**config.mk**
```make
export PLATFORM = sky130hd
export DESIGN_NAME = fifo_uart_tx
export DESIGN_NICKNAME = d
export VERILOG_FILES = /design/src/rtl/uart_pkg.sv /design/src/rtl/uart_baud_gen.sv /design/src/rtl/fifo_uart_tx.sv
export SDC_FILE = /design/constraint.sdc
export NUM_CORES = 1
export LEC_CHECK = 0
export CORE_MARGIN = 2
export CORE_UTILIZATION = 49
export CTS_CLUSTER_SIZE = 30
export DETAILED_ROUTE_END_ITERATION = 10
export GPL_TIMING_DRIVEN = 0
export PLACE_DENSITY = 0.71
export SETUP_SLACK_MARGIN = 0.4
export SYNTH_ARGS = -nofsm -noshare
export SYNTH_HDL_FRONTEND = slang
export SYNTH_SLANG_ARGS = --single-unit
export TNS_END_PERCENT = 100
```
**constraint.sdc**
```tcl
create_clock -name clk -period 1.5 [get_ports clk]
set_input_delay 0.3 -clock clk [delete_from_list [all_inputs] [get_ports clk]]
set_output_delay 0.3 -clock clk [all_outputs]
set_load 0.02 [all_outputs]
```
**src/rtl/uart_pkg.sv**
```systemverilog
// Shared UART definitions: transmitter state encoding and a helper for
// deriving the bit period from the system clock and baud rate.
package uart_pkg;

    typedef enum logic [2:0] {
        IDLE,
        LOAD,
        START,
        DATA,
        STOP
    } uart_tx_state_t;

    // Rounded to the nearest whole clock so the baud error stays symmetric.
    function automatic int clks_per_bit(input int clk_hz, input int baud);
        return (clk_hz + baud / 2) / baud;
    endfunction

endpackage

```
**src/rtl/uart_baud_gen.sv**
```systemverilog
// Bit-period timer: counts 0..CLKS_PER_BIT-1 and pulses bit_tick on the last
// count. clear restarts the period so the bit phase can be aligned to a frame.
module uart_baud_gen #(
    parameter int CLKS_PER_BIT = 434
) (
    input  logic clk,
    input  logic rst,
    input  logic clear,
    output logic bit_tick
);

    localparam int CW = $clog2(CLKS_PER_BIT);
    localparam logic [CW-1:0] TERM = CW'(CLKS_PER_BIT - 1);

    logic [CW-1:0] cnt_q;
    logic [CW-1:0] cnt_d;

    assign bit_tick = (cnt_q == TERM);
    assign cnt_d    = (clear || bit_tick) ? '0 : cnt_q + 1'b1;

    // NOTE: clocked state is always written with <= so every flop samples
    // the values from before the edge, regardless of block ordering.
    always_ff @(posedge clk) begin
        if (rst) begin
            cnt_q <= '0;
        end else begin
            cnt_q <= cnt_d;
        end
    end

endmodule

```
**src/rtl/fifo_uart_tx.sv**
```systemverilog
// Pops bytes from a 1-cycle-latency synchronous FIFO and sends each one as a
// UART frame (start, DATA_WIDTH bits LSB first, STOP_BITS stop bits).
module fifo_uart_tx
    import uart_pkg::*;
#(
    parameter int DATA_WIDTH   = 8,
    parameter int CLKS_PER_BIT = 434,
    parameter int STOP_BITS    = 1
) (
    input  logic                  clk,
    input  logic                  rst,
    input  logic                  tx_en,
    input  logic                  fifo_empty,
    input  logic [DATA_WIDTH-1:0] fifo_data_out,
    output logic                  fifo_rd_en,
    output logic                  tx,
    output logic                  busy,
    output logic                  frame_done
);

    localparam int BCW = $clog2(DATA_WIDTH) + 1;
    localparam logic [BCW-1:0] LAST_DATA = BCW'(DATA_WIDTH - 1);
    localparam logic [BCW-1:0] LAST_STOP = BCW'(STOP_BITS - 1);

    uart_tx_state_t        state_q, state_d;
    logic [DATA_WIDTH-1:0] shift_q, shift_d;
    logic [BCW-1:0]        bit_cnt_q, bit_cnt_d;
    logic                  tx_q, tx_d;
    logic                  bit_tick;
    logic                  baud_clear;
    logic                  stop_last;

    uart_baud_gen #(
        .CLKS_PER_BIT(CLKS_PER_BIT)
    ) u_baud_gen (
        .clk     (clk),
        .rst     (rst),
        .clear   (baud_clear),
        .bit_tick(bit_tick)
    );

    assign stop_last  = (state_q == STOP) && bit_tick && (bit_cnt_q == LAST_STOP);
    // Popping in the final stop cycle lets LOAD absorb the FIFO read latency.
    assign fifo_rd_en = ~rst & ~fifo_empty & tx_en & ((state_q == IDLE) | stop_last);
    assign frame_done = stop_last;
    assign busy       = (state_q != IDLE);
    assign tx         = tx_q;

    // NOTE: every signal written here gets a default first, so no path
    // through the case statement can leave one unassigned and infer a latch.
    always_comb begin
        state_d    = state_q;
        shift_d    = shift_q;
        bit_cnt_d  = bit_cnt_q;
        baud_clear = 1'b0;
        case (state_q)
            IDLE: begin
                if (fifo_rd_en) state_d = LOAD;
            end
            LOAD: begin
                shift_d    = fifo_data_out;
                bit_cnt_d  = '0;
                baud_clear = 1'b1;
                state_d    = START;
            end
            START: begin
                if (bit_tick) state_d = DATA;
            end
            DATA: begin
                if (bit_tick) begin
                    if (bit_cnt_q == LAST_DATA) begin
                        bit_cnt_d = '0;
                        state_d   = STOP;
                    end else begin
                        shift_d   = shift_q >> 1;
                        bit_cnt_d = bit_cnt_q + 1'b1;
                    end
                end
            end
            STOP: begin
                if (bit_tick) begin
                    if (bit_cnt_q == LAST_STOP) begin
                        bit_cnt_d = '0;
                        state_d   = fifo_rd_en ? LOAD : IDLE;
                    end else begin
                        bit_cnt_d = bit_cnt_q + 1'b1;
                    end
                end
            end
            default: state_d = IDLE;
        endcase

        // Line level follows the next state so tx moves on the state edge.
        case (state_d)
            START:   tx_d = 1'b0;
            DATA:    tx_d = shift_d[0];
            default: tx_d = 1'b1;
        endcase
    end

    always_ff @(posedge clk) begin
        if (rst) begin
            state_q   <= IDLE;
            shift_q   <= '0;
            bit_cnt_q <= '0;
            tx_q      <= 1'b1;
        end else begin
            state_q   <= state_d;
            shift_q   <= shift_d;
            bit_cnt_q <= bit_cnt_d;
            tx_q      <= tx_d;
        end
    end

endmodule

```
Word-level counts from Yosys, hierarchy flattened --
Cells that the tools add are included.
Word-level totals: bits in registers 25, bits of input ports 12, output and inout port bits 4, logic and storage cells 54
Operators by class: add/subtract/negate cells 2, eq/ne operators 11, mux-type cells 18, bitwise logic cells 6, reductions and logical operators 11
Operator list (count):
- $mux 3 | 6
- $mux 4 | 4
- $mux 8 | 2
- $pmux 8 s2 | 1
- $pmux 3 s5 | 1
- $eq 3x2->1 const B | 4
- $pmux 4 s3 | 1
- $add 9x1->9 const B | 1
- $eq 9x9->1 const B | 1
- $ne 2x2->1 const B | 3
- $reduce_and 3->1 | 2
- $reduce_bool 3->1 | 2
- $add 4x1->4 const B | 1
- $eq 4x3->1 const B | 1
- $logic_not 4->1 | 1
- $and 1x1->1 | 3
- $eq 3x1->1 const B | 1
- $eq 3x3->1 const B | 1
- $logic_not 3->1 | 1
- $logic_and 1x1->1 | 2
- $mux 1 | 2
- $not 1->1 | 2
- $pmux 1 s2 | 1
- $reduce_bool 2->1 | 1
- other kinds (3) | 3

Longest topological paths before layout --
depth after elaboration 11, mapped depth 6, gate-level depth less buffers 6

Cells and area by module --
Synthesis repeated with hierarchy kept, for this count alone.
Unflattened totals: cell total of the unflattened synthesis 160, area total of the unflattened synthesis 1426.4 µm²
By module, submodules not included:
- fifo_uart_tx | instances 1, cells each 111, area an instance 979.7 µm², seq. area each 320.3 µm²
- uart_baud_gen | instances 1, cells each 49, area an instance 446.7 µm², seq. area each 180.2 µm²

Least setup slack after synthesis --
OpenSTA, ideal clock, no wires.
path type register -> output, start register bit_cnt_q[0], end output port fifo_rd_en, data arrival time 1345 ps, required time 1200 ps, slack -145 ps, cell stages (with the launch flop) 7, path buffers 0, cells stage by stage dfxtp_1 > inv_1 > ha_1 > nor3b_1 > a31o_2 > nand4_1 > inv_1
Between the ends: longest elaborated chain between the ends 4
Ends and longest elaborated chain:
- start: declaration | line fifo_uart_tx.sv:27 | logic [BCW-1:0] bit_cnt_q, bit_cnt_d;
- start signal: assignment | line fifo_uart_tx.sv:110 | bit_cnt_q <= bit_cnt_d;
- $logic_not 4->1 | line fifo_uart_tx.sv:42 | assign stop_last = (state_q == STOP) && bit_tick && (bit_cnt_q == LAST_STOP);
- $logic_and 1x1->1 | line fifo_uart_tx.sv:42
- $or 1x1->1 | line fifo_uart_tx.sv:44 | assign fifo_rd_en = ~rst & ~fifo_empty & tx_en & ((state_q == IDLE) | stop_last);
- $and 1x1->1 | line fifo_uart_tx.sv:44
- end: declaration | line fifo_uart_tx.sv:15 | output logic fifo_rd_en,
Every way passes these cells.

Worst setup path after layout --
start register u_baud_gen.cnt_q[1], end output port fifo_rd_en
Between the ends: longest elaborated chain between the ends 5
Ends and longest elaborated chain:
- start: declaration | line uart_baud_gen.sv:15 | logic [CW-1:0] cnt_q;
- start signal: assignment | line uart_baud_gen.sv:27 | cnt_q <= cnt_d;
- $eq 9x9->1 | line uart_baud_gen.sv:18 | assign bit_tick = (cnt_q == TERM);
- $logic_and 1x1->1 (2 in series) | line fifo_uart_tx.sv:42
- $or 1x1->1 | line fifo_uart_tx.sv:44
- $and 1x1->1 | line fifo_uart_tx.sv:44
Every way passes these cells.

==> impl_metrics.csv <==
group,metric,value,unit
run_status,outcome,"complete, but fails checks",
run_status,failed_checks,"setup timing",
detailed_routing,drt-vias-per-instance,5.84,
detailed_routing,wl_per_cell,16.3,um
yosys,synth_commonest_cells,"25 x dfxtp_1, 15 x nor2_1, 9 x a21oi_1, 9 x nand2_1, 8 x inv_1",
detailed_routing,drt-initial-drc-count,59,
critical_path,crit_path_end_kind,"output port",
finish,stdcell_area,2060,um^2
global_routing,grt_pass1_wl,5380,um
placed_design,io_buffers,14,
critical_path,cp_cell_sequence,"inv_2, ha_4, and4b_2, a31o_4, nand4_1, inv_2, buf_6",
sta,post-route-period-util,132,%
placed_design,dp.final_hpwl,2120,um
critical_path,rrSetupSlack,-0.34,ns
critical_path,cp_common_cell,"inv_2",
finish,antenna_cells,0,
yosys,ys_warn_count,0,
sta,setup_ws,-0.481,ns
critical_path,worst_r2r_path_depth,11,
clocking,htreeDepth,1,
clocking,clock-root-buffer,"clkbuf_4",
sta,setup_violations,25,
yosys,ys.flop_type,"dfxtp_1",
yosys,async_reset_ff_share,0,%
yosys,avgSynthCellArea,9.53,um^2
finish,fill_cells,190,
pwr,p_leak,0.755,nW
placed_design,place.gp.congestion,0.848,
global_routing,grt_usage,20.6,%
sta,relSlewSlack,67.4,%
critical_path,max_stage_delay,0.36,ns
hold_path,hp-start,"rst",
pwr,totalPowerFinal,1.20,mW
floorplanning,pin_count,16,
placed_design,place_area,1670,um^2
yosys,synth_nets,162,
pwr,p_per_area,584,nW/um^2
global_routing,grt_max_degree,16,
yosys,yosysUniqueCellTypes,48,
run,cap_violations,0,
yosys,yosysMostFrequentCell,"dfxtp_1",
pwr,max-vdd-ir-drop,0.000773,V
floorplanning,die-area,3280,um^2
floorplanning,start_util,50.9,%
global_routing,grt_pass1_vias,1201,
clocking,insertion_delay,0.33,ns
finish,area_delta_synth_final,47.8,%
detailed_routing,drc,0,
critical_path,worstPathArrival,1.68,ns
critical_path,r2r-start,"u_baud_gen.cnt_q[1]",
sta,min_period,1.98,ns
sta,finClkSkew,0.0110,ns
hold_path,holdPathEnd,"state_q[2]",
detailed_routing,drt-pass1-iter-count,4,
detailed_routing,ant_nets,0,
critical_path,path_class,"reg2out",
floorplanning,fp.dieH,57.3,um
sta,drv_slew,0,
critical_path,timing.rr.end,"shift_q[6]",
yosys,synth_area_leaders,"dfxtp_1 36%, nor2_1 4.0%, a22oi_1 3.8%, o2bb2ai_1 3.8%, ha_1 3.6%",
global_routing,grt.overflow.total,0,
finish,final_nets,202,
yosys,synth_seq_cells,25,
detailed_routing,drt_wl_total,3510,um
floorplanning,rows,19,
yosys,syn_inst,146,
placed_design,dp_slack,-0.625,ns
yosys,yosysTopAreaCell,"dfxtp_1",
yosys,syn_area,1390,um^2
clocking,cts.sinks,25,
hold_path,holdPathStages,2,
yosys,seq_area_frac_synth,36.0,%
yosys,synth-edff-count,0,
finish,drive_gt1_share,49.7,%
critical_path,startpoint_type,"flop",
clocking,clk_path_buf_depth,2,
global_routing,antenna_found_initial,0,
hold_path,hold_class,"in2reg",
floorplanning,coreArea,2730,um^2
critical_path,crit_fanout,4,
sta,fmax,0.505,GHz
clocking,cts_tree,"built",
sta,hold_viol_final,0,
critical_path,crit_required,1.20,ns
critical_path,cp_slowest_cell,"dfxtp_2",
sta,tightest_slew,0.489,ns
floorplanning,dieWidth,57.3,um
clocking,clk_pin_slew,0.15,ns
sta,rsz0062_at_grt,"true",
yosys,synth_top_area_share,36.0,%
clocking,numCtsBuffers,3,
detailed_routing,vias,1261,
==> cells by family after synthesis <==
| family | Yosys count | synth area share [%] |
|---|---|---|
| buf+inv | 13 | 4.86 |
| flops | 25 | 36.0 |
| simple gates | 55 | 28.1 |
| fa+ha+maj | 4 | 3.60 |
| compound gates | 39 | 20.7 |
| xor+xnor | 7 | 4.41 |
| mux | 3 | 2.34 |
==> state kept, by name (all words and copies together), names as in the netlist <==
| name | cells |
|---|---|
| u_baud_gen.cnt_q | 9 |
| bit_cnt_q | 4 |
| shift_q | 8 |
| state_q | 3 |
| tx | 1 |
==> report_power, final <==
part	total (mW)	internal (mW)	switching (mW)	leakage, nW
clock	0.324	0.102	0.222	0.0139
sequential	0.696	0.682	0.0148	0.205
combinational	0.179	0.0942	0.0849	0.536
==> layout make-up <==
cell class / count / area (um^2) / area share, %
multi-input combinational: 109 / 1060 / 51.4
clock buffer: 3 / 22.5 / 1.10
inverter: 8 / 30.0 / 1.46
sequential: 25 / 512 / 24.9
timing repair buffer: 34 / 337 / 16.4
tap: 31 / 38.8 / 1.89
buffer: 5 / 51.3 / 2.50
clock inverter: 1 / 7.51 / 0.365
==> worst max path at each step <==
stage | from | end | slack (ns) | cells after the start
after floorplan | u_baud_gen.cnt_q[1] | fifo_rd_en | 0.01 | 6
after global placement | bit_cnt_q[0] | fifo_rd_en | -0.59 | 7
after detailed placement | bit_cnt_q[0] | fifo_rd_en | -0.63 | 7
after CTS | u_baud_gen.cnt_q[1] | fifo_rd_en | -0.48 | 7
after global routing | u_baud_gen.cnt_q[1] | fifo_rd_en | -0.53 | 7
final | u_baud_gen.cnt_q[1] | fifo_rd_en | -0.48 | 7
==> per-stage QoR <==
| stage | hold WS (ns) | TNS (ns) | std cells | utilization, % |
|---|---|---|---|---|
| 3_5_place_dp | 0.455 | -1.36 | 191 | 61.1 |
| 4_1_cts | 0.337 | -3.26 | 209 | 70.5 |
| 3_3_place_gp | 0.447 | -1.17 | 191 | 61.1 |
| 5_1_grt | 0.355 | -6.22 | 216 | 75.2 |
| 6_report | 0.364 | -4.41 | 216 | 75.2 |
| 2_1_floorplan | 0.432 | 0 | 146 | - |
==> worst max-delay path, delay by kind of cell, from the launching register on <==
kind                       cells  cell delay, ns
DFF                            1            0.36
AOI/OAI and AO/OA              1            0.24
buffers and inverters          3            0.21
adders and majority gates      1            0.15
and+or+nand+nor                2            0.39
==> cell usage in the layout (no fill, tap or decap), types with 3 or more instances in the layout <==
| cell type | netlist | layout |
|---|---|---|
| buf_6 | 1 | 17 |
| a21oi_1 | 9 | 5 |
| a21oi_4 | 0 | 3 |
| xor2_1 | 3 | 3 |
| clkdlybuf4s50_1 | 0 | 10 |
| a22oi_2 | 0 | 7 |
| clkbuf_4 | 0 | 3 |
| inv_1 | 8 | 5 |
| nand2_2 | 1 | 3 |
| nand4_1 | 6 | 6 |
| nor2_4 | 0 | 3 |
| inv_2 | 0 | 3 |
| dfxtp_2 | 0 | 6 |
| nor2_1 | 15 | 10 |
| a21oi_2 | 2 | 3 |
| xnor2_1 | 4 | 4 |
| nand2_1 | 9 | 7 |
| nand3_1 | 4 | 3 |
| buf_4 | 1 | 9 |
| dfxtp_1 | 25 | 18 |
| a211oi_2 | 0 | 3 |
| o2bb2ai_1 | 6 | 6 |
==> timing repair <==
item	in CTS	in global routing
buffers inserted	14	6
endpoints found under the setup margin	29	29
gates resized for setup	49	18
hold buffers	0	0
pin swaps	16	28
endpoints found under the hold margin	0	0
gates cloned	0	1
==> per-layer routing <==
metal	vias to the layer above	track usage, %	share of wire (%)
li1	621	-	-
met1	596	27.9	44
met2	36	32.2	50
met3	8	2.49	3.8
met4	0	11.0	2.0
met5	-	0	0
Power figures use the tool's default switching activity.
